$ cat config.mk
export PLATFORM = sky130hd
export DESIGN_NAME = branch_unit
export DESIGN_NICKNAME = d
export VERILOG_FILES = /design/src/rtl/branch_pkg.sv /design/src/rtl/branch_cond_eval.sv /design/src/rtl/branch_unit.sv
export SDC_FILE = /design/constraint.sdc
export NUM_CORES = 1
export LEC_CHECK = 0
export CAP_MARGIN = 20
export CORE_ASPECT_RATIO = 1.25
export CORE_MARGIN = 1
export CORE_UTILIZATION = 38
export CTS_BUF_LIST = sky130_fd_sc_hd__clkbuf_4 sky130_fd_sc_hd__clkbuf_8 sky130_fd_sc_hd__clkbuf_16
export DETAILED_ROUTE_END_ITERATION = 10
export PLACE_DENSITY = 0.77
export SLEW_MARGIN = 10
export SYNTH_ARGS = -nofsm -noshare
export SYNTH_HDL_FRONTEND = slang
export SYNTH_SLANG_ARGS = --single-unit
$ cat constraint.sdc
create_clock -name clk -period 1.87 [get_ports clk]
set_input_delay 0.561 -clock clk [delete_from_list [all_inputs] [get_ports clk]]
set_output_delay 0.561 -clock clk [all_outputs]
set_load 0.05 [all_outputs]
$ cat src/rtl/branch_pkg.sv
// Shared definitions for the branch unit: condition-mode encodings and FSM states.
package branch_pkg;

  localparam int MODE_W = 3;

  typedef logic [MODE_W-1:0] mode_t;

  localparam mode_t BR_ANY     = 3'd0;
  localparam mode_t BR_NONE    = 3'd1;
  localparam mode_t BR_ALL     = 3'd2;
  localparam mode_t BR_ALLCLR  = 3'd3;
  localparam mode_t BR_ALWAYS  = 3'd4;
  localparam mode_t BR_NEVER   = 3'd5;
  localparam mode_t BR_ONEHOT  = 3'd6;
  localparam mode_t BR_ILLEGAL = 3'd7;

  typedef logic [1:0] state_t;

  localparam state_t IDLE = 2'd0;
  localparam state_t EVAL = 2'd1;
  localparam state_t RESP = 2'd2;

endpackage

$ cat src/rtl/branch_cond_eval.sv
// Combinational branch-condition evaluator: (mask, mode, flags) -> (take, err).
module branch_cond_eval
  import branch_pkg::*;
#(
  parameter int FLAG_W = 32
) (
  input  logic [FLAG_W-1:0] mask_i,
  input  mode_t             mode_i,
  input  logic [FLAG_W-1:0] flags_i,
  output logic              take_o,
  output logic              err_o
);

  localparam logic [FLAG_W-1:0] ONE = FLAG_W'(1);

  logic [FLAG_W-1:0] m;
  logic              one_hot;

  assign m       = mask_i & flags_i;
  // Clearing the lowest set bit leaves zero only for a single-bit value.
  assign one_hot = (m != '0) && ((m & (m - ONE)) == '0);

  // NOTE: every output gets a default first so no path through the case infers a latch.
  always_comb begin
    take_o = 1'b0;
    err_o  = 1'b0;
    case (mode_i)
      BR_ANY:    take_o = (m != '0);
      BR_NONE:   take_o = (m == '0);
      BR_ALL:    take_o = (m == mask_i);
      BR_ALLCLR: take_o = ((mask_i & ~flags_i) == mask_i);
      BR_ALWAYS: take_o = 1'b1;
      BR_NEVER:  take_o = 1'b0;
      BR_ONEHOT: take_o = one_hot;
      default:   err_o  = 1'b1;
    endcase
  end

endmodule

$ cat src/rtl/branch_unit.sv
// Registered branch-condition unit with its own flags register and valid/ready handshake.
// Optional taken/not-taken statistics counters are built when BRANCH_STATS_EN is defined.
module branch_unit
  import branch_pkg::*;
#(
  parameter int FLAG_W = 32,
  parameter int MASK_W = 4,
  parameter int OPC_W  = 11,
  parameter int CNT_W  = 16
) (
  input  logic              clk,
  input  logic              reset,
  input  logic              flag_we,
  input  logic [FLAG_W-1:0] flag_wdata,
  output logic [FLAG_W-1:0] flags,
  input  logic              req_valid,
  output logic              req_ready,
  input  logic [OPC_W-1:0]  opcode,
  output logic              resp_valid,
  input  logic              resp_ready,
  output logic              take_branch,
  output logic              mode_err,
  output logic [CNT_W-1:0]  taken_cnt,
  output logic [CNT_W-1:0]  nottaken_cnt
);

  state_t            state_q, state_d;
  logic [FLAG_W-1:0] flags_q, flags_d;
  logic [MASK_W-1:0] mask_q, mask_d;
  mode_t             mode_q, mode_d;
  logic              take_q, take_d;
  logic              err_q, err_d;
  logic              cond_take, cond_err;
  logic              unused_opcode;

  // Bits above the mode field carry no meaning here; folding them keeps them visibly consumed.
  assign unused_opcode = ^opcode;

  branch_cond_eval #(
    .FLAG_W (FLAG_W)
  ) u_cond (
    .mask_i  (FLAG_W'(mask_q)),
    .mode_i  (mode_q),
    .flags_i (flags_q),
    .take_o  (cond_take),
    .err_o   (cond_err)
  );

  assign flags_d = flag_we ? flag_wdata : flags_q;

  always_comb begin
    state_d = state_q;
    mask_d  = mask_q;
    mode_d  = mode_q;
    take_d  = take_q;
    err_d   = err_q;
    case (state_q)
      IDLE: begin
        if (req_valid) begin
          mask_d  = opcode[MASK_W-1:0];
          mode_d  = opcode[MASK_W+MODE_W-1:MASK_W];
          state_d = EVAL;
        end
      end
      // Evaluation uses the registered flags, so an EVAL-cycle write lands only afterwards.
      EVAL: begin
        take_d  = cond_take;
        err_d   = cond_err;
        state_d = RESP;
      end
      RESP: begin
        if (resp_ready) state_d = IDLE;
      end
      default: state_d = IDLE;
    endcase
  end

  // NOTE: sequential state uses non-blocking assignments so all flops update together at the edge.
  always_ff @(posedge clk or posedge reset) begin
    if (reset) begin
      state_q <= IDLE;
      flags_q <= '0;
      mask_q  <= '0;
      mode_q  <= BR_ANY;
      take_q  <= 1'b0;
      err_q   <= 1'b0;
    end else begin
      state_q <= state_d;
      flags_q <= flags_d;
      mask_q  <= mask_d;
      mode_q  <= mode_d;
      take_q  <= take_d;
      err_q   <= err_d;
    end
  end

  assign flags       = flags_q;
  assign req_ready   = (state_q == IDLE);
  assign resp_valid  = (state_q == RESP);
  assign take_branch = take_q;
  assign mode_err    = err_q;

`ifdef BRANCH_STATS_EN
  logic [CNT_W-1:0] taken_cnt_q, taken_cnt_d;
  logic [CNT_W-1:0] nottaken_cnt_q, nottaken_cnt_d;
  logic             xfer;

  assign xfer = (state_q == RESP) && resp_ready;

  // Illegal-mode responses have take_q low and therefore land in the not-taken count.
  always_comb begin
    taken_cnt_d    = taken_cnt_q;
    nottaken_cnt_d = nottaken_cnt_q;
    if (xfer) begin
      if (take_q) taken_cnt_d    = taken_cnt_q + CNT_W'(1);
      else        nottaken_cnt_d = nottaken_cnt_q + CNT_W'(1);
    end
  end

  always_ff @(posedge clk or posedge reset) begin
    if (reset) begin
      taken_cnt_q    <= '0;
      nottaken_cnt_q <= '0;
    end else begin
      taken_cnt_q    <= taken_cnt_d;
      nottaken_cnt_q <= nottaken_cnt_d;
    end
  end

  assign taken_cnt    = taken_cnt_q;
  assign nottaken_cnt = nottaken_cnt_q;
`else
  assign taken_cnt    = '0;
  assign nottaken_cnt = '0;
`endif

endmodule

# Yosys cells after proc, flatten, opt, wreduce, memory -nomap -nowiden
# Cells that the tools add are included.
dict set report totals {
  out_inout_bits 68
  input_bits 48
  wordCells 37
  ff_bits 43
}
dict set report op_classes {
  n_addsub 1
  eq_ne 12
  mux 5
  n_reduce_logical 9
  bitwise 4
}
# cell count
set op_table {}
lappend op_table {{$and 4x32->32} 2}
lappend op_table {{$eq 32x4->1} 2}
lappend op_table {{$logic_not 32->1} 2}
lappend op_table {{$and 32x32->32} 1}
lappend op_table {{$not 32->32} 1}
lappend op_table {{$reduce_bool 32->1} 1}
lappend op_table {{$sub 32x1->32 const B} 1}
lappend op_table {{$eq 3x3->1 const B} 3}
lappend op_table {{$reduce_or 7->1} 1}
lappend op_table {{$eq 3x2->1 const B} 2}
lappend op_table {{$pmux 1 s6} 1}
lappend op_table {{$pmux 2 s3} 1}
lappend op_table {{$mux 2} 2}
lappend op_table {{$reduce_and 2->1} 2}
lappend op_table {{$eq 3x1->1 const B} 1}
lappend op_table {{$logic_not 3->1} 1}
lappend op_table {{$eq 2x1->1 const B} 1}
lappend op_table {{$eq 2x2->1 const B} 1}
lappend op_table {{$logic_not 2->1} 1}
lappend op_table {{$ne 2x1->1 const B} 1}
lappend op_table {{$ne 2x2->1 const B} 1}
lappend op_table {{$logic_and 1x1->1} 1}
lappend op_table {{$mux 1} 1}

# Logic depth before layout (Yosys ltp)
# Gate-level depths: netlist of the first run.
dict set report logic_depth {
  ltp_word 6
  depth_mapped 4
}

# Modules after synthesis
# From an unflattened synthesis of the first run, not the netlist that was laid out.
dict set report hier_totals {
  cells_unflattened 296
  hier_area_um2 2836.5
}
# mod area_per_inst_um2 cells_each instances
set modules_own_cells {}
lappend modules_own_cells {branch_unit 1848.0 128 1}
lappend modules_own_cells {branch_cond_eval 988.4 168 1}

# Least setup slack after synthesis of the first run
# OpenSTA, ideal clock, no wires.
dict set report synth_path {
  kind {register -> register}
  startpoint {register state_q[1]}
  endpoint {register mask_q[0]}
  t_arrival_ps 1781
  setup_ps 125
  path_buffers 1
  stages_incl_launch_ff 5
  t_required_ps 1745
  period_less_slack_ps 1905
  slack_ps -35
  path_cell_list {dfrtp_1 > nor2_1 > and2_1 > buf_2 > mux2_2}
}
dict set report synth_between {
  elab_chain_cells 2
}
# element line
set synth_rtl {}
lappend synth_rtl {{from (decl)} branch_unit.sv:27} ;# state_t state_q, state_d;
lappend synth_rtl {{from (signal assigned)} branch_unit.sv:88} ;# state_q <= state_d;
lappend synth_rtl {{$logic_not 2->1} n/a}
lappend synth_rtl {{net req_ready} branch_unit.sv:17} ;# output logic req_ready,
lappend synth_rtl {{$reduce_and 2->1 (no line)} n/a}
lappend synth_rtl {{to (signal assigned)} branch_unit.sv:90} ;# mask_q <= mask_d;
lappend synth_rtl {{to (decl)} branch_unit.sv:29} ;# logic [MASK_W-1:0] mask_q, mask_d;
# The timed path passes the listed nets, and every way through them passes these cells.
# A chain may end at the register's enable or synchronous reset.

# Worst setup path in the final report of the first run
dict set report layout_path {
  startpoint {register state_q[0]}
  endpoint {output resp_valid}
}
dict set report layout_between {
  elab_chain_cells 1
}
# element line
set layout_rtl {}
lappend layout_rtl {{$eq 2x2->1} branch_unit.sv:99} ;# assign resp_valid = (state_q == RESP);
lappend layout_rtl {{to (decl)} branch_unit.sv:19} ;# output logic resp_valid,
# Every way passes these cells.

==> impl_table.tex, run 1 <==
\begin{tabular}{lr}
\hline
Metric & Value \\
\hline
\multicolumn{2}{l}{\textbf{Synth}} \\
Syn Area/Cell & between 10 and 15 um\^{}2 \\
Sequential element share of the synthesized area & 53.6\% \\
Cell types with the largest area share after synthesis & dfrtp\_1, mux2\_2, buf\_4, mux2\_1, buf\_2 \\
Post-synthesis cell area & 2010 um\^{}2 \\
Number of different library cells in the post-synthesis netlist & 27 \\
Synth warn & 0 \\
Total of flip-flops plus latches after synthesis & 43 \\
Cells after synthesis & 153 \\
Dominant cell type by area after synthesis & dfrtp\_1 \\
Fraction of synthesized cell area taken by the top area cell type & 53.6\% \\
\multicolumn{2}{l}{\textbf{Drt}} \\
Residual DRC count & 0 \\
Detailed Route Iter0 Violations & 38 \\
Routed Antenna Nets & 0 \\
DR pass1 iterations & 4 \\
Detailed-route vias per instance & 4.59 \\
Average wire per cell in the routed design & 12.9 um \\
Final wirelength & 3870 um \\
Vias post-DR & 1382 \\
\multicolumn{2}{l}{\textbf{CTS}} \\
Maximum clock insertion buffer count & 2 \\
PostCTS Resize Cnt & 0 \\
Clock tree from TritonCTS & built \\
Clock H-tree levels & 2 \\
Number of sinks on the clock net & 43 \\
Clk Latency, worst-skew pair & 290 ps \\
Post-CTS Setup Repair Bufs & 0 \\
Hold-fix buffers, CTS & 0 \\
CTS clk-pin slew, worst paths & 80 ps \\
Total clock buffers created by CTS & 5 \\
Clock Root Buffer & clkbuf\_8 \\
\multicolumn{2}{l}{\textbf{Die}} \\
Horizontal extent of the die & approximately 67 um \\
I/O Pins & 116 \\
Number of placement rows & 29 \\
Die footprint & 5570 um\^{}2 \\
Starting density of the core & roughly 39\% \\
Core Area & 5080 um\^{}2 \\
Die height & 83.2 um \\
\multicolumn{2}{l}{\textbf{Placed design}} \\
Worst slack, placed & just under 50 ps \\
Number of port buffers & 79 \\
Instance count after placement with tap cells included & $\sim$290 \\
Post-DP HPWL & 3000 um \\
Routability congestion estimate & 0.723 \\
\multicolumn{2}{l}{\textbf{Pwr}} \\
Overall power & 3.32 mW \\
PD cells & 1150 nW/um\^{}2 \\
Maximum vdd ir drop & 0.000568 V \\
NetSw & 1.30 mW \\
Fraction of power consumed by sequential logic & 38.0\% \\
Comb power frac & 43.3\% \\
Leakage power total & approximately 1.3 nW \\
Internal power consumption & 2.02 mW \\
Fraction of power spent switching nets & 39.1\% \\
Part of the power in the clock network & a little under a fifth \\
\multicolumn{2}{l}{\textbf{Finish}} \\
Ant diodes & 0 \\
Number of non-filler instances in the completed layout & 301 \\
Final core utilization & between 50\% and 60\% \\
\# nets final & 286 \\
Layout cells sized above 1 & 36.8\% \\
Area growth from synthesis to layout & 44.0\% \\
\multicolumn{2}{l}{\textbf{Setup path}} \\
Critical Path Fanout Max & 3 \\
Critical path class & reg -> out \\
Data arrival at the endpoint of the critical path & about 1100 ps \\
R2r endpoint & take\_branch \\
Critical Path Sink Type & output port \\
Worst reg2reg path depth & 4 \\
Register-to-register setup slack & 450 ps \\
Data required time at the worst endpoint & 1310 ps \\
Reg2reg start & flags[2] \\
Kind of launch point of the worst setup path & flip-flop \\
\multicolumn{2}{l}{\textbf{Hold path}} \\
Worst min-delay path category & reg -> reg \\
Min-delay src & flags[5] \\
Hold-critical path endpoint & flags[5] \\
Cell count of the worst hold path & 1 \\
\multicolumn{2}{l}{\textbf{Timing}} \\
Max Fclk & just over 600 MHz \\
Slew Limit Fails & 0 \\
Period Utilization, post-route & between 80\% and 90\% \\
Setup tns final & 0 ps \\
Worst clock skew on the final layout & a little under 10 ps \\
Final setup violation count & 0 \\
Post-route setup slack & between 200 and 250 ps \\
RSZ-0062 raised after global routing & false \\
Hold violation count in the final report & 0 \\
Minimum period implied by the final worst setup slack & 1630 ps \\
\multicolumn{2}{l}{\textbf{Global route}} \\
Via count of the first global-routing pass & 1388 \\
Global routing usage summed across all routing layers & 15.3\% \\
Sum of overflow across all layers after global routing & 0 \\
Largest net degree at the start of global routing & 28 \\
Antenna violations before repair & 0 \\
Wire length of the first global-routing pass & 6330 um \\
\multicolumn{2}{l}{\textbf{Status}} \\
Run status & complete, no violations \\
\multicolumn{2}{l}{\textbf{Run}} \\
Max-cap violations & 0 \\
\hline
\end{tabular}
[cells in the final DEF (no fill, tap or decap), drive strengths merged, types with 2 or more instances in the layout]
master and count:
dfrtp 43, clkdlybuf4s50 43, buf 41, mux2 39, conb 32, clkbuf 6
nand2 5, nor2b 4, inv 3, o21ai 2, a22o 2, and2 2
a21oi 2, nor2 2, a221oi 2
[cell usage after synthesis]
cell type	count
nor2_1	2
a21oi_1	2
buf_4	32
a221oi_1	1
a32o_1	1
o311ai_1	1
o21ai_0	2
clkbuf_1	1
nand3_1	1
nand4b_1	1
a221oi_2	1
mux2_1	6
and2_1	2
nor3_1	1
conb_1	1
nor3b_1	1
o41ai_2	1
nand2b_1	1
inv_1	3
mux2_2	33
or2b_4	1
buf_2	4
nor2b_4	1
a22o_1	2
nor2b_1	3
dfrtp_1	43
nand2_1	5
[critical path, stage by stage, from the launching register on]
cell	delay, ps
dfrtp_1	400
nand2b_1	160
inv_1	90
buf_12	140
[area by class of cell]
class                           count  area, um^2
Multi-Input combinational cell    101         773
Inverter                            3        11.3
Tap cell                           62        77.6
Sequential cell                    43        1080
Fill cell                         431        2190
Clock inverter                      2        16.3
Clock buffer                        6        82.6
Timing Repair Buffer               84         851
[logic make-up after synthesis]
group           after synthesis  synth area share [%]
compound gates               11                  4.80
mux                          39                  21.9
flops                        43                  53.6
other cells                   1                 0.187
simple gates                 19                  5.74
buf+inv                      40                  13.7
[power groups by stage]
stage          registers, mW  logic (mW)  clock network (mW)
4_1_cts                 1.26        1.45               0.654
5_1_grt                 1.29        1.52               0.679
3_3_place_gp            1.26        1.42                   0
6_report                1.26        1.44               0.619
3_5_place_dp            1.28        1.45                   0
2_1_floorplan           1.54       0.727                   0
[worst max path at each step]
stage / from / endpoint / slack (ps) / depth (start not counted)
detailed placement: flag_we / flags[13] / 50 / 3
floorplan: state_q[1] / mask_q[0] / 210 / 4
CTS: state_q[0] / resp_valid / 230 / 3
global route: state_q[0] / resp_valid / 160 / 3
global placement: flag_we / flags[22] / 70 / 3
finish: state_q[0] / resp_valid / 240 / 3
[flip-flops by register name, summed over array words and instances, names as in the netlist]
register and cells:
flags 32, mask_q 4, mode_err 1, mode_q 3, state_q 2, take_branch 1
[layer usage]
metal	global-route usage [%]	share of wire [%]
met1	16.9	36
met2	25.6	53
met4	6.19	1.5
met3	5.91	8.5
met5	0	0
[through the flow]
stage                     hold WS [ps]  instance area (um^2)
final                              493                  2890
after global routing               520                  2890
after CTS                          502                  2890
after detailed placement           481                  2790
after global placement             472                  2790
after floorplan                    487                  2120
(Power assumes the default switching activity.)
==> run 2: changes to the inputs <==
--- a/config.mk
+++ b/config.mk
@@ -5,14 +5,15 @@
 export SDC_FILE = /design/constraint.sdc
 export NUM_CORES = 1
 export LEC_CHECK = 0
-export CAP_MARGIN = 20
+export CAP_MARGIN = 5
 export CORE_ASPECT_RATIO = 1.25
 export CORE_MARGIN = 1
-export CORE_UTILIZATION = 38
+export CORE_UTILIZATION = 40
 export CTS_BUF_LIST = sky130_fd_sc_hd__clkbuf_4 sky130_fd_sc_hd__clkbuf_8 sky130_fd_sc_hd__clkbuf_16
 export DETAILED_ROUTE_END_ITERATION = 10
-export PLACE_DENSITY = 0.77
+export PLACE_DENSITY = 0.72
 export SLEW_MARGIN = 10
 export SYNTH_ARGS = -nofsm -noshare
 export SYNTH_HDL_FRONTEND = slang
+export SYNTH_HIERARCHICAL = 1
 export SYNTH_SLANG_ARGS = --single-unit
==> run 2 against run 1 <==
Net effect:
- the run now ends with setup timing left
- register-to-register slack got worse by 820 ps
- die area grew 33%
- synthesized cell count is 93% higher
- utilization up 11 points
- cell count increased by 91%
- global-route usage rose by 7.2 points
- wire length grew 100%
==> impl_table.tex, run 2 <==
\begin{tabular}{lr}
\hline
Metric & Value \\
\hline
\multicolumn{2}{l}{\textbf{Synth}} \\
Total of flip-flops plus latches after synthesis & 43 (unchanged) \\
Cell types with the largest area share after synthesis & dfrtp\_1, mux2\_2, buf\_4, nand2\_1, a22oi\_1 \\
Syn Area/Cell & 9.58 um\^{}2 (-27\%) \\
Most numerous cell types in the synthesized netlist & dfrtp\_1, mux2\_2, buf\_4, nand2\_1, inv\_1 \\
Sequential element share of the synthesized area & 37.9\% (-16 points) \\
Dominant cell type by area after synthesis & dfrtp\_1 \\
Most common cell in the synthesized netlist & dfrtp\_1 \\
Most used DFF post-synth & dfrtp\_1 \\
Fraction of synthesized cell area taken by the top area cell type & 37.9\% (-16 points) \\
Post-synthesis async set-or-reset flop share & 100\% (unchanged) \\
Post-synth EDFFs & 0 (unchanged) \\
Number of different library cells in the post-synthesis netlist & 47 (+74\%) \\
Post-synthesis cell area & 2840 um\^{}2 (+41\%) \\
Synth warn & 6 (+6) \\
Cells after synthesis & 296 (+93\%) \\
\multicolumn{2}{l}{\textbf{Drt}} \\
Final wirelength & 7920 um (+100\%) \\
Detailed Route Iter0 Violations & 127 (+230\%) \\
Detailed-route vias per instance & 4.71 (+2.6\%) \\
Average wire per cell in the routed design & 13.8 um (+7.2\%) \\
Vias post-DR & 2704 (+96\%) \\
Residual DRC count & 0 (unchanged) \\
Routed Antenna Nets & 0 (unchanged) \\
DR pass1 iterations & 4 (unchanged) \\
\multicolumn{2}{l}{\textbf{CTS}} \\
Clock H-tree levels & 2 (unchanged) \\
Number of sinks on the clock net & 43 (unchanged) \\
Clock Root Buffer & clkbuf\_8 \\
Maximum clock insertion buffer count & 2 (unchanged) \\
Total clock buffers created by CTS & 5 (unchanged) \\
Hold-fix buffers, CTS & 0 (unchanged) \\
Clk Latency, worst-skew pair & 300 ps (about the same) \\
CTS clk-pin slew, worst paths & 90 ps (about the same) \\
Clock tree from TritonCTS & built \\
\multicolumn{2}{l}{\textbf{Timing}} \\
Slew Limit Fails & 0 (unchanged) \\
Final setup violation count & 1 (+1) \\
Worst slack on hold paths & 522 ps (+29.3 ps) \\
Post-route setup slack & -367 ps (-609 ps) \\
RSZ-0062 raised after global routing & true \\
Minimum period implied by the final worst setup slack & 2240 ps (+609 ps) \\
Max Fclk & 447 MHz (-27\%) \\
Slew HR & between 60\% and 70\% \\
Transition time of the tightest slew-check pin & 594 ps \\
Worst clock skew on the final layout & 8.22 ps (-1.57 ps) \\
Period Utilization, post-route & 120\% (+33 points) \\
Hold violation count in the final report & 0 (unchanged) \\
\multicolumn{2}{l}{\textbf{Setup path}} \\
Highest cell delay on the worst timing path & 410 ps (about the same) \\
Critical path class & reg -> reg \\
Data arrival at the endpoint of the critical path & 2430 ps (+1360 ps) \\
Critical Path Fanout Max & 2 (-1) \\
Count of buffer and inverter cells on the critical path & 1 (-1) \\
Slowest stage cell on the critical path & dfrtp\_2 \\
CP top delay family & compound AO/OA/AOI/OAI gates \\
Critical-path cell list & a222oi\_1 > buf\_4 > nand3\_4 > nor3\_4 > nor3b\_2 > xor2\_1 > o32ai\_2 > a41o\_1 > mux2\_2 \\
Kind of launch point of the worst setup path & flip-flop \\
Critical Path Sink Type & flip-flop \\
Data required time at the worst endpoint & 2070 ps (+760 ps) \\
\multicolumn{2}{l}{\textbf{Die}} \\
Core Area & 6690 um\^{}2 (+32\%) \\
Starting density of the core & 42.4\% (+2.9 points) \\
Die height & 96.2 um (+16\%) \\
I/O Pins & 116 (unchanged) \\
Horizontal extent of the die & 77.3 um (+15\%) \\
Number of placement rows & 33 (+14\%) \\
Die footprint & 7430 um\^{}2 (+33\%) \\
\multicolumn{2}{l}{\textbf{Finish}} \\
Number of flip-flops in the largest register & 32 (unchanged) \\
Layout cells sized above 1 & 23.6\% (-13 points) \\
Top library cells by usage in the layout, fill and taps aside & conb\_1, clkdlybuf4s50\_1, dfrtp\_1, mux2\_2, buf\_12 \\
Most common cell after layout, fill and taps aside & conb\_1 \\
\# nets final & 534 (+87\%) \\
Area growth from synthesis to layout & 60.7\% \\
Ant diodes & 0 (unchanged) \\
\multicolumn{2}{l}{\textbf{Pwr}} \\
Leakage power total & 2.10 nW (+61\%) \\
PD cells & 933 nW/um\^{}2 (-19\%) \\
Maximum vdd ir drop & 0.000661 V (+16\%) \\
\multicolumn{2}{l}{\textbf{Global route}} \\
Global routing usage summed across all routing layers & 22.5\% (+7.2 points) \\
Via count of the first global-routing pass & 2649 (+91\%) \\
Largest net degree at the start of global routing & 33 (+18\%) \\
Antenna violations before repair & 0 (unchanged) \\
Wire length of the first global-routing pass & 12900 um (+100\%) \\
Sum of overflow across all layers after global routing & 0 (unchanged) \\
\multicolumn{2}{l}{\textbf{Placed design}} \\
Number of port buffers & 79 (unchanged) \\
Post-DP HPWL & 6430 um (+110\%) \\
Worst slack, placed & -352 ps (-401 ps) \\
Routability congestion estimate & 0.929 (+29\%) \\
\multicolumn{2}{l}{\textbf{Run}} \\
Max-cap violations & 0 (unchanged) \\
\multicolumn{2}{l}{\textbf{Status}} \\
Violations in the final reports & setup timing \\
Run status & complete, but fails checks \\
\multicolumn{2}{l}{\textbf{Hold path}} \\
Worst min-delay path category & reg -> reg \\
\hline
\end{tabular}
[run 2: area by class of cell]
cell class	count	area (um^2)
repair buffers	100	1280
well taps	87	109
fillers	562	2130
multi-input cells	313	1890
flip-flops and latches	43	1080
clock buffers	5	68.8
clock inverters	3	43.8
inverters	23	86.3
[run 2: worst reg2reg max path: cells and delay by family (launching register included)]
kind / cells / cell delay (ps)
AOI/OAI and AO/OA: 3 / 680
xor gates and xnor gates: 1 / 180
buffers and inverters: 1 / 190
DFF: 1 / 410
muxes: 1 / 250
and+or+nand+nor: 3 / 420
[run 2: kinds of logic (layout without fill, tap and decap cells)]
family          count (synthesis)  in the layout  synth area share, %
simple gates                   94             94                 18.0
buf+inv                        60            131                 12.3
compound gates                 52             52                 13.7
flops                          43             43                 37.9
mux                            41             41                 16.3
xor+xnor                        4              4                 1.24
fa+ha+maj                       1              1                0.353
other cells                     1            121                0.132
[run 2: through the flow]
| step | power, mW | std cells | TNS [ps] | instance area, um^2 | utilization (%) |
|---|---|---|---|---|---|
| after floorplan | 2.55 | 416 | -672 | 3300 | - |
| after global placement | 3.40 | 565 | -297 | 4420 | 66.1 |
| after detailed placement | 3.45 | 565 | -352 | 4420 | 66.1 |
| after CTS | 4.23 | 574 | -335 | 4560 | 68.1 |
| after global routing | 4.48 | 574 | -472 | 4560 | 68.1 |
| final | 4.25 | 574 | -367 | 4560 | 68.1 |
[run 2: final timing paths]
kind / startpoint / end / slack, ps / cells past startpoint
max: flags[0] / take_branch / -370 / 9
min: take_branch / take_branch / 520 / 1
max reg2reg: flags[0] / take_branch / -370 / 9
min reg2reg: take_branch / take_branch / 520 / 1
max in group asynchronous: reset / flags[0] / 980 / 3
min in group asynchronous: reset / flags[19] / 580 / 3
[run 2: what timing repair did]
action	4_1_cts	5_1_grt
endpoints found under the setup margin	1	1
resized for setup	2	0
buffers inserted	1	0
pin swaps	3	2
[run 2: power breakdown]
part	total (mW)	switching, mW	internal [mW]	leakage, nW
clock network	0.741	0.343	0.398	0.0581
logic	2.19	1.17	1.03	1.54
registers	1.32	0.207	1.11	0.506
total	4.25	1.72	2.54	2.10
[run 2: layer usage]
layer	vias up	wire (um)	GRT usage [%]
met3	14	346	3.13
met2	92	4310	42.6
met1	1283	3090	26.0
li1	1315	-	-
met4	0	167	7.86
met5	-	0	0
==> run 3: changes to the inputs <==
--- a/config.mk
+++ b/config.mk
@@ -6,7 +6,7 @@
 export NUM_CORES = 1
 export LEC_CHECK = 0
 export CAP_MARGIN = 5
-export CORE_ASPECT_RATIO = 1.25
+export CORE_ASPECT_RATIO = 1.2
 export CORE_MARGIN = 1
 export CORE_UTILIZATION = 40
 export CTS_BUF_LIST = sky130_fd_sc_hd__clkbuf_4 sky130_fd_sc_hd__clkbuf_8 sky130_fd_sc_hd__clkbuf_16
==> run 3 against run 2 <==
Net effect:
- the run still ends with setup timing left
- worst hold slack worse by 0.92 ps
- combinational power about the same
- non-clock buffer count down 2
- critical path depth unchanged
- critical path type unchanged
- power is 0.52% lower
- global-route usage up 0.70 points
- clock skew is 3.1 ps lower
- clock-buffer cell count unchanged
==> impl_table.tex, run 3 (synthesis results as in run 2) <==
\begin{tabular}{lr}
\hline
Metric & Value \\
\hline
\multicolumn{2}{l}{\textbf{Placed design}} \\
Worst slack, placed & -363 ps (-11.2 ps) \\
Number of port buffers & 79 (unchanged) \\
Post-DP HPWL & 6450 um (+0.27\%) \\
Routability congestion estimate & 0.879 (-5.5\%) \\
\multicolumn{2}{l}{\textbf{CTS}} \\
Maximum clock insertion buffer count & 2 (unchanged) \\
CTS clk-pin slew, worst paths & 90 ps (about the same) \\
Total clock buffers created by CTS & 5 (unchanged) \\
Clock Root Buffer & clkbuf\_8 \\
Clock H-tree levels & 2 (unchanged) \\
Clk Latency, worst-skew pair & 300 ps (about the same) \\
Number of sinks on the clock net & 43 (unchanged) \\
Clock tree from TritonCTS & built \\
Post-CTS Setup Repair Bufs & 0 (-1) \\
\multicolumn{2}{l}{\textbf{Pwr}} \\
Leakage power total & 2.10 nW (-0.31\%) \\
PD cells & 930 nW/um\^{}2 (-0.30\%) \\
Maximum vdd ir drop & 0.000653 V (-1.2\%) \\
\multicolumn{2}{l}{\textbf{Die}} \\
Starting density of the core & 41.4\% (-1.0 points) \\
I/O Pins & 116 (unchanged) \\
Die footprint & 7430 um\^{}2 (about the same) \\
Die height & 94.2 um (-2.0\%) \\
Horizontal extent of the die & 78.9 um (+2.0\%) \\
Core Area & 6850 um\^{}2 (+2.5\%) \\
Number of placement rows & 33 (unchanged) \\
\multicolumn{2}{l}{\textbf{Drt}} \\
DR pass1 iterations & 5 (+1) \\
Vias post-DR & 2701 (-0.11\%) \\
Average wire per cell in the routed design & 14.1 um (+2.3\%) \\
Residual DRC count & 0 (unchanged) \\
Final wirelength & 8070 um (+2.0\%) \\
Routed Antenna Nets & 0 (unchanged) \\
Detailed-route vias per instance & 4.72 (+0.24\%) \\
Detailed Route Iter0 Violations & 115 (-9.4\%) \\
\multicolumn{2}{l}{\textbf{Setup path}} \\
Critical-path cell list & a222oi\_1 > buf\_4 > nand3\_4 > nor3\_4 > nor3b\_2 > xor2\_1 > o32ai\_1 > a41o\_1 > mux2\_2 \\
Critical Path Sink Type & flip-flop \\
Highest cell delay on the worst timing path & 410 ps (about the same) \\
Data arrival at the endpoint of the critical path & 2360 ps (-70 ps) \\
Data required time at the worst endpoint & 2060 ps (about the same) \\
Slowest stage cell on the critical path & dfrtp\_2 \\
Kind of launch point of the worst setup path & flip-flop \\
Register-to-register setup slack & -300 ps (+70 ps) \\
Reg2reg start & flags[0] \\
Worst reg2reg path depth & 9 (unchanged) \\
R2r endpoint & take\_branch \\
Critical path class & reg -> reg \\
Critical Path Fanout Max & 2 (unchanged) \\
\multicolumn{2}{l}{\textbf{Finish}} \\
Number of flip-flops in the largest register & 32 (unchanged) \\
Top library cells by usage in the layout, fill and taps aside & conb\_1, clkdlybuf4s50\_1, dfrtp\_1, mux2\_2, buf\_12 \\
Area growth from synthesis to layout & 60.3\% \\
\# nets final & 532 (-0.37\%) \\
Filler cells & 584 (+3.9\%) \\
Ant diodes & 0 (unchanged) \\
Final core utilization & 66.4\% (-1.8 points) \\
Most common cell after layout, fill and taps aside & conb\_1 \\
Layout cells sized above 1 & 23.1\% (-0.52 points) \\
\multicolumn{2}{l}{\textbf{Timing}} \\
Minimum period implied by the final worst setup slack & 2170 ps (-68.5 ps) \\
Post-route setup slack & -298 ps (+68.5 ps) \\
Slew HR & 60.2\% (-0.22 points) \\
RSZ-0062 raised after global routing & true \\
Worst clock skew on the final layout & 5.17 ps (-3.06 ps) \\
Hold violation count in the final report & 0 (unchanged) \\
Worst slack on hold paths & 521 ps (-0.918 ps) \\
Transition time of the tightest slew-check pin & 598 ps (+3.35 ps) \\
Max Fclk & 461 MHz (+3.2\%) \\
Period Utilization, post-route & 116\% (-3.7 points) \\
Slew Limit Fails & 0 (unchanged) \\
Final setup violation count & 1 (unchanged) \\
\multicolumn{2}{l}{\textbf{Hold path}} \\
Cell count of the worst hold path & 1 (unchanged) \\
Worst min-delay path category & reg -> reg \\
Hold-critical path endpoint & mode\_err \\
Min-delay src & mode\_err \\
\multicolumn{2}{l}{\textbf{Status}} \\
Violations in the final reports & setup timing \\
Run status & complete, but fails checks \\
\multicolumn{2}{l}{\textbf{Global route}} \\
Global routing usage summed across all routing layers & 23.2\% (+0.70 points) \\
Antenna violations before repair & 0 (unchanged) \\
Largest net degree at the start of global routing & 44 (+33\%) \\
Via count of the first global-routing pass & 2667 (+0.68\%) \\
Sum of overflow across all layers after global routing & 0 (unchanged) \\
Wire length of the first global-routing pass & 13200 um (+2.0\%) \\
\multicolumn{2}{l}{\textbf{Run}} \\
Max-cap violations & 0 (unchanged) \\
\hline
\end{tabular}
==> run 3: cell count changes in the layout (fill, tap and decap cells not counted), sizes merged <==
cell and delta:
buf -2
==> run 3: routing by layer <==
metal | vias up | wire, um | global-route usage, %
met3 | 11 | 306 | 2.72
met4 | 0 | 141 | 7.73
met1 | 1289 | 3280 | 27.8
met5 | - | 0 | 0
li1 | 1315 | - | -
met2 | 86 | 4350 | 42.7
==> run 3: cell type report <==
| cell class | instances | area (um^2) | area share (%) |
|---|---|---|---|
| clock buffers | 5 | 68.8 | 1.51 |
| clock inverters | 3 | 43.8 | 0.963 |
| inverters | 23 | 86.3 | 1.90 |
| multi-input cells | 313 | 1880 | 41.3 |
| flip-flops and latches | 43 | 1080 | 23.7 |
| well taps | 87 | 109 | 2.39 |
| repair buffers | 98 | 1280 | 28.2 |
==> run 3: power by group <==
group	switching, mW	internal, mW
logic	1.16	1.01
registers	0.207	1.11
clock network	0.348	0.398
==> run 3: worst max-delay path, delay by kind of cell (launching register included) <==
kind,cells,cell delay (ps)
AOI/OAI and AO/OA,3,660
xor gates and xnor gates,1,160
buffers and inverters,1,190
DFF,1,410
muxes,1,250
and+or+nand+nor,3,400
==> run 3: how the worst max path moves through the flow <==
stage,from,endpoint,cells past startpoint
finish,flags[0],take_branch,9
global route,mask_q[0],take_branch,9
CTS,flags[0],take_branch,9
detailed placement,flags[0],take_branch,9
global placement,flags[0],take_branch,9
floorplan,flags[0],take_branch,8
==> run 3: timing repair <==
item | in CTS | in global routing
pin swaps | 2 | 1
resized for setup | 1 | 0
endpoints found under the setup margin | 1 | 1
gates cloned | 0 | 0
hold buffers | 0 | 0
==> run 3: stage by stage <==
stage / TNS, ps / instances / instance area [um^2] / power [mW]
after detailed placement: -374 / 564 / 4430 / 3.44
after global placement: -333 / 564 / 4430 / 3.40
after CTS: -316 / 572 / 4550 / 4.21
after global routing: -454 / 572 / 4550 / 4.47
final: -298 / 572 / 4550 / 4.23
after floorplan: -672 / 416 / 3300 / 2.55
